==> config.mk <==
export PLATFORM = sky130hd
export DESIGN_NAME = jk_excitation_driver
export DESIGN_NICKNAME = d
export VERILOG_FILES = /design/src/rtl/jk_pkg.sv /design/src/rtl/jk_excite.sv /design/src/rtl/jk_excitation_driver.sv
export SDC_FILE = /design/constraint.sdc
export NUM_CORES = 1
export LEC_CHECK = 0
export CAP_MARGIN = 20
export CELL_PAD_IN_SITES_DETAIL_PLACEMENT = 0
export CELL_PAD_IN_SITES_GLOBAL_PLACEMENT = 1
export CORE_MARGIN = 1
export CORE_UTILIZATION = 36
export CTS_CLUSTER_SIZE = 40
export DETAILED_ROUTE_END_ITERATION = 10
export PLACE_DENSITY_LB_ADDON = 0.1
export RECOVER_POWER = 50
export SLEW_MARGIN = 0
export SYNTH_ARGS = -nofsm -noshare
export SYNTH_HDL_FRONTEND = slang
export SYNTH_SLANG_ARGS = --single-unit
==> constraint.sdc <==
create_clock -name clk -period 2.08 [get_ports clk]
set_input_delay 0.52 -clock clk [delete_from_list [all_inputs] [get_ports clk]]
set_output_delay 0.52 -clock clk [all_outputs]
set_load 0.005 [all_outputs]
==> src/rtl/jk_pkg.sv <==
// Shared encodings for JK bank controllers: FSM states and per-bit {J,K} excitation codes.
package jk_pkg;

  typedef enum logic [1:0] {
    IDLE  = 2'd0,
    DRIVE = 2'd1,
    CHECK = 2'd2
  } state_t;

  localparam logic [1:0] JK_HOLD   = 2'b00;
  localparam logic [1:0] JK_SET    = 2'b10;
  localparam logic [1:0] JK_RESET  = 2'b01;
  localparam logic [1:0] JK_TOGGLE = 2'b11;

  // {J,K} needed to move one flop from q to t on the next edge
  function automatic logic [1:0] excite_bit(input logic q, input logic t, input logic toggle);
    if (q == t)      return JK_HOLD;
    else if (toggle) return JK_TOGGLE;
    else if (t)      return JK_SET;
    else             return JK_RESET;
  endfunction

endpackage

==> src/rtl/jk_excite.sv <==
// Combinational JK excitation encoder: derives J/K per bit from current Q and desired Q.
module jk_excite
  import jk_pkg::*;
#(
  parameter int WIDTH       = 4,
  parameter bit TOGGLE_MODE = 1'b0
) (
  input  logic [WIDTH-1:0] i_q,
  input  logic [WIDTH-1:0] i_target,
  output logic [WIDTH-1:0] o_j,
  output logic [WIDTH-1:0] o_k
);

  for (genvar g = 0; g < WIDTH; g++) begin : g_bit
    logic [1:0] w_jk;
    assign w_jk   = excite_bit(i_q[g], i_target[g], TOGGLE_MODE);
    assign o_j[g] = w_jk[1];
    assign o_k[g] = w_jk[0];
  end

endmodule

==> src/rtl/jk_excitation_driver.sv <==
// Self-checking writer for an external JK register bank: drives J/K for one edge,
// then verifies the fed-back Q and keeps a saturating mismatch count.
//
// state | meaning
// IDLE  | ready for a target; J/K held at 0
// DRIVE | J/K presented to the bank, sampled at the next edge
// CHECK | bank has updated; compare q_fb with the captured target
module jk_excitation_driver
  import jk_pkg::*;
#(
  parameter int WIDTH       = 4,
  parameter int TOGGLE_MODE = 0,
  parameter int CNT_W       = 8
) (
  input  logic             clk,
  input  logic             rst,
  input  logic             target_valid,
  output logic             target_ready,
  input  logic [WIDTH-1:0] target_data,
  output logic [WIDTH-1:0] J,
  output logic [WIDTH-1:0] K,
  input  logic [WIDTH-1:0] q_fb,
  output logic             done,
  output logic             match,
  input  logic             clear_err,
  output logic [CNT_W-1:0] err_count
);

  state_t           r_state;
  state_t           w_next;
  logic [WIDTH-1:0] r_tgt;
  logic [WIDTH-1:0] r_j;
  logic [WIDTH-1:0] r_k;
  logic [WIDTH-1:0] w_j;
  logic [WIDTH-1:0] w_k;
  logic             r_done;
  logic             r_match;
  logic [CNT_W-1:0] r_err;
  logic             w_accept;
  logic             w_mismatch;

  jk_excite #(
    .WIDTH      (WIDTH),
    .TOGGLE_MODE(TOGGLE_MODE != 0)
  ) u_excite (
    .i_q     (q_fb),
    .i_target(target_data),
    .o_j     (w_j),
    .o_k     (w_k)
  );

  always_comb begin
    w_next       = r_state;
    target_ready = 1'b0;
    w_accept     = 1'b0;
    case (r_state)
      IDLE: begin
        target_ready = 1'b1;
        if (target_valid) begin
          w_accept = 1'b1;
          w_next   = DRIVE;
        end
      end
      DRIVE:   w_next = CHECK;
      CHECK:   w_next = IDLE;
      default: w_next = IDLE;
    endcase
  end

  assign w_mismatch = (r_state == CHECK) && (q_fb != r_tgt);

  always_ff @(posedge clk or posedge rst) begin
    if (rst) r_state <= IDLE;
    else     r_state <= w_next;
  end

  always_ff @(posedge clk or posedge rst) begin
    if (rst) begin
      r_tgt   <= '0;
      r_j     <= '0;
      r_k     <= '0;
      r_done  <= 1'b0;
      r_match <= 1'b0;
      r_err   <= '0;
    end else begin
      r_done <= 1'b0;
      if (w_accept) begin
        r_tgt <= target_data;
        r_j   <= w_j;
        r_k   <= w_k;
      end
      if (r_state == DRIVE) begin
        r_j <= '0;
        r_k <= '0;
      end
      if (r_state == CHECK) begin
        r_done  <= 1'b1;
        r_match <= (q_fb == r_tgt);
      end
      // a clear in the same cycle as a mismatch takes priority
      if (clear_err)                      r_err <= '0;
      else if (w_mismatch && r_err != '1) r_err <= r_err + CNT_W'(1);
    end
  end

  assign J         = r_j;
  assign K         = r_k;
  assign done      = r_done;
  assign match     = r_match;
  assign err_count = r_err;

endmodule

After elaboration in Yosys (flattened, before gate mapping)
Cells that the tools add are included.

storage, ports and cells
  RAM bits = 0
  flip-flop bits (word level) = 24
  output and inout bits = 19
  memories = 0
  input bits = 12
  bits in latches = 0
  ROM bits = 0

operators by class
  $lt $le $gt $ge = 0
  $add $sub $neg = 1
  shift-type cells = 0
  bitwise logic cells = 0
  reduce and logical (&&, ||, !) cells = 5
  equality and inequality tests = 10
  multipliers = 0
  divide/modulo/power cells = 0
  multiplexer cells = 20

operators by type and width
  operator                                             number
  two-way mux 2 bit                                    9
  two-way mux 4 bit                                    4
  two-way mux 8 bit                                    2
  adder 8 x 1 -> 8 bit, second input constant          1
  inequality test 8 bit, second input constant         1
  equality test 1 bit                                  4
  equality test 4 bit                                  1
  two-way mux 1 bit                                    4
  inequality test 4 bit                                1
  one-hot mux 2 bit (2 select lines)                   1
  nonzero test 2 bit                                   2
  equality test 2 x 1 -> 1 bit, second input constant  1
  equality test 2 bit, second input constant           1
  logical AND 1 bit                                    2
  zero test 2 bit                                      1
  inequality test 2 bit, second input constant         1

Longest topological paths before layout
  depth in word-level cells = 5
  gate-level depth with buffers = 5
  mapped depth without buffers = 4

Hierarchy
From an unflattened synthesis, not the netlist that was laid out.

unflattened totals
  cells, all modules = 118
  area, all modules = 1186.1 sq um

modules (own cells, without submodules)
  module                area each (sq um)  times used  seq. area each (sq um)  cells each
  jk_excitation_driver  1136.1             1           600.6                   110
  jk_excite             50.0               1           0.0                     8

Worst setup path before layout
Ideal clock, no wire load.

  path type = input-to-reg
  start = input port q_fb[1]
  end = register r_err[7] (netlist: err_count[7])
  stages = 5
  data arrival time = 1.559 ns
  path slack = 0.395 ns
  setup time = 0.125 ns
  data required time = 1.955 ns
  path through = xor2_1 > nor4_4 > buf_6 > nor4_4 > mux2_4

between the ends
  cells in the longest elaborated chain, start to end = 4

RTL lines
  item                          RTL line                     source
  start, declared               jk_excitation_driver.sv:22   input logic [WIDTH-1:0] q_fb,
  inequality test 4 bit         jk_excitation_driver.sv:70   assign w_mismatch = (r_state == CHECK) && (q_fb != r_tgt);
  logical AND 1 bit             jk_excitation_driver.sv:70
  logical AND 1 bit             jk_excitation_driver.sv:102  else if (w_mismatch && r_err != '1) r_err <= r_err + CNT_W'(1);
  nonzero test 2 bit (no line)  --
  end signal, assigned          jk_excitation_driver.sv:102
  end, declared                 jk_excitation_driver.sv:38   logic [CNT_W-1:0] r_err;

Every way passes these cells.
A chain may end at the register's enable or synchronous reset.

Worst setup path in the final report
  start = input port q_fb[3]
  end = register r_err[3] (netlist: err_count[3])

The elaborated chain is that of the path after synthesis.

==> results.txt <==
----------------------------------------------------
[Floorplanning]
  Chip width ... 59.1 um
  Number of top-level design ports ... 31
  Row Count ... 20
  Starting utilization of the core area ... 38.2%
  Core box area ... about 0.003 sq mm
  Overall die area ... between 0.003 and 0.004 sq mm
  Height of the die ... between 50 and 60 um

[Route]
  Via density per instance ... ~5
  WL per Instance ... roughly 12 um
  Vias post-DR ... between 900 and 1k
  Number of DRC markers in iteration 0 ... 35
  DRT antenna net count ... 0
  Total DRC errors in the routed layout ... 0
  Pre-antenna DRT Iters ... 4
  Routed wire length ... 2250 um

[Finish]
  Fraction of layout instances using a drive strength above 1 ... a little under an eighth
  Area growth from synthesis to layout ... 35.8%
  Number of standard cells in the layout, taps in and fillers out ... ~190
  Final layout net count ... around 160
  Highest-count cells in the layout ignoring fill and taps ... sky130_fd_sc_hd__clkdlybuf4s50_1 (29), sky130_fd_sc_hd__dfrtp_1 (24), sky130_fd_sc_hd__o21ai_0 (11)
  Most common cell after layout, fill and taps aside ... sky130_fd_sc_hd__clkdlybuf4s50_1
  Number of antenna repair diodes ... 0

[Clocking]
  Setup bufs post-CTS ... 0
  CTS Buffer Depth ... 2
  H-Tree Level Count ... 1
  CTS Sinks ... 24
  CTS clk-pin slew, worst paths ... roughly 0.14 ns
  Hold_buf cts ... 0
  Root cell of the clock tree ... sky130_fd_sc_hd__clkbuf_4
  Total of cells resized after clock tree synthesis ... 0
  Clock latency reported for the late side of the worst-skew pair ... roughly 0.31 ns
  TritonCTS clock tree ... yes
  Number of clock buffers inserted by TritonCTS ... 3

[Power]
  Portion of total power attributed to sequential cells ... ~47%
  Combinational share of power ... between 20% and 30%
  Switching share of power ... between 20% and 30%
  Switch Pwr ... about 0.3 mW
  Overall power consumption ... 1.18 mW
  Worst-case vdd ir drop ... 0.332 mV
  P_leak ... 0.648 nW
  Pint ... 0.872 mW
  Power Dens Cells ... ~740 mW/mm^2
  Clock network fraction of design power ... 28.3%

[Yosys]
  Cell count after synthesis ... 110
  Area share of the leading cell type in the synthesized netlist ... about half
  Flops & latches, synth ... 24
  Portion of the post-synthesis area used by sequential elements ... 51.1%
  Syn nets ... 123
  Proportion of register bits with asynchronous set or reset after synthesis ... 100%
  Syn. warnings ... 0
  Number of library cell types mapped by synthesis ... 24
  Predominant post-synthesis flop cell ... sky130_fd_sc_hd__dfrtp_1
  EDFF count, synth ... 0
  Cells taking the most area after synthesis ... sky130_fd_sc_hd__dfrtp_1 (51%), sky130_fd_sc_hd__nand2b_1 (5.3%), sky130_fd_sc_hd__o21ai_0 (4.7%)
  Post-synthesis instance area ... approximately 0.0012 sq mm
  Synthesized area per cell ... approximately 11 sq um
  Largest area contributor in the netlist ... sky130_fd_sc_hd__dfrtp_1

[Worst setup path]
  Category of the worst setup path capture point ... flip-flop
  Type of the worst setup path ... primary input to flip-flop
  Peak fanout along the critical path ... 10
  Launching element type of the critical path ... primary input
  CP arrival ... between 2 and 2.5 ns
  Crit path required time ... 2.32 ns

[Placed design]
  Number of placed cells counting well taps ... approximately 180
  IO buf count ... 30
  Weighted congestion at the end of routability-driven global placement ... 0.762
  Dpl hpwl ... between 1500 and 2000 um

[Flow run]
  Maximum Capacitance Violations ... 0

[Timing]
  Final clock skew ... roughly 0.006 ns
  Final min period ... around 2.0 ns
  Hold Fails Final Rpt ... 0
  Unrepaired setup endpoints after global routing ... false
  Share of the clock period used by the worst path after layout ... a little over nine tenths
  Transition time at the pin with the least slew margin ... ~1.3 ns
  Highest attainable clock frequency ... 499 MHz
  Total setup violations reported at the end of the flow ... 0
  Final max-slew violation count ... 0
  Max-slew headroom at the worst pin ... between 15 and 20%

[Run status]
  Outcome ... complete, no violations

[GRT]
  Wire length of the first global-routing pass ... just under 4000 um
  Largest net degree at the start of global routing ... 25
  Tot GR Track Use ... 14.6%
  Total grt overflow ... 0
  Number of global-route vias before repair ... 880
  Initial antenna violation count ... 0

[Hold path]
  Hold Crit Class ... flip-flop to flip-flop

----------------------------------------------------
## through the flow
| stage | hold WS (ns) | TNS [ns] | cell area [sq um] | setup slack, ns | utilization [%] |
|---|---|---|---|---|---|
| 3_3_place_gp | 0.469 | -1.45 | 1550 | -0.237 | 50.4 |
| 5_1_grt | 0.553 | 0 | 1600 | 0.0122 | 51.8 |
| 4_1_cts | 0.507 | 0 | 1600 | 0.0890 | 52.1 |
| 3_5_place_dp | 0.475 | -1.56 | 1550 | -0.251 | 50.4 |
| 2_1_floorplan | 0.473 | 0 | 1170 | 0.395 | - |
| 6_report | 0.497 | 0 | 1600 | 0.0754 | 51.8 |
## flip-flops by register name, indices dropped and copies added, names as in the netlist
| signal | cells |
|---|---|
| done | 1 |
| r_state | 2 |
| err_count | 8 |
| r_tgt | 4 |
| K | 4 |
| J | 4 |
| match | 1 |
## cell usage after synthesis (all sizes together) (2+ instances only)
master / n
nand2: 6
o31ai: 5
xor2: 4
nand3: 10
buf: 3
nor4: 2
and4: 2
dfrtp: 24
clkbuf: 3
or4: 6
nor2: 2
mux2: 5
o21ai: 11
a21oi: 7
nand2b: 10
inv: 5
## worst paths after layout
check,start,end,slack (ns),cells after the start
min in group asynchronous,rst,r_tgt[0]$_DFFE_PP0P_,0.92,3
max in group asynchronous,rst,err_count[3]$_DFFE_PP0P_,0.42,3
worst min register to register,match$_DFFE_PP0P_,match$_DFFE_PP0P_,0.50,2
worst max-delay path,q_fb[3],err_count[3]$_DFFE_PP0P_,0.08,6
worst max register to register,err_count[0]$_DFFE_PP0P_,err_count[5]$_DFFE_PP0P_,0.23,4
worst min-delay path,match$_DFFE_PP0P_,match$_DFFE_PP0P_,0.50,2
## worst max-delay path, stage by stage
cell and delay (ns):
sky130_fd_sc_hd__clkdlybuf4s50_1 0.52, sky130_fd_sc_hd__xor2_1 0.29, sky130_fd_sc_hd__nor4_4 0.09, sky130_fd_sc_hd__buf_4 0.18
sky130_fd_sc_hd__or4_1 0.50, sky130_fd_sc_hd__a21oi_1 0.15
## final cells by class
type	instances	area (sq um)
fill	311	1480
clock buffer	3	22.5
inverter	5	18.8
multi-input combinational	75	518
timing repair buffer	36	350
tap	44	55.1
clock inverter	1	30.0
sequential	24	601
## power by group through the flow
stage | clock network, mW | registers [mW] | logic [mW]
3_3_place_gp | 0 | 0.565 | 0.289
5_1_grt | 0.363 | 0.566 | 0.314
6_report | 0.333 | 0.558 | 0.285
2_1_floorplan | 0 | 0.566 | 0.154
3_5_place_dp | 0 | 0.568 | 0.293
4_1_cts | 0.347 | 0.558 | 0.294
## kinds of logic after synthesis
family	after synthesis	synth area share, %
adders and majority gates	1	1.06
buffers and inverters	11	4.79
xor gates and xnor gates	4	2.98
muxes	5	5.11
AOI/OAI and AO/OA	24	11.7
DFF	24	51.1
and+or+nand+nor	41	23.2
## layer usage
metal	routed length [um]	track usage (%)	vias to the layer above
met5	0	0	-
met4	19	5.10	0
met3	62	2.18	2
met2	1090	26.1	14
met1	1080	17.8	446
li1	-	-	463
Note: power is estimated with default switching activity, not from simulation.
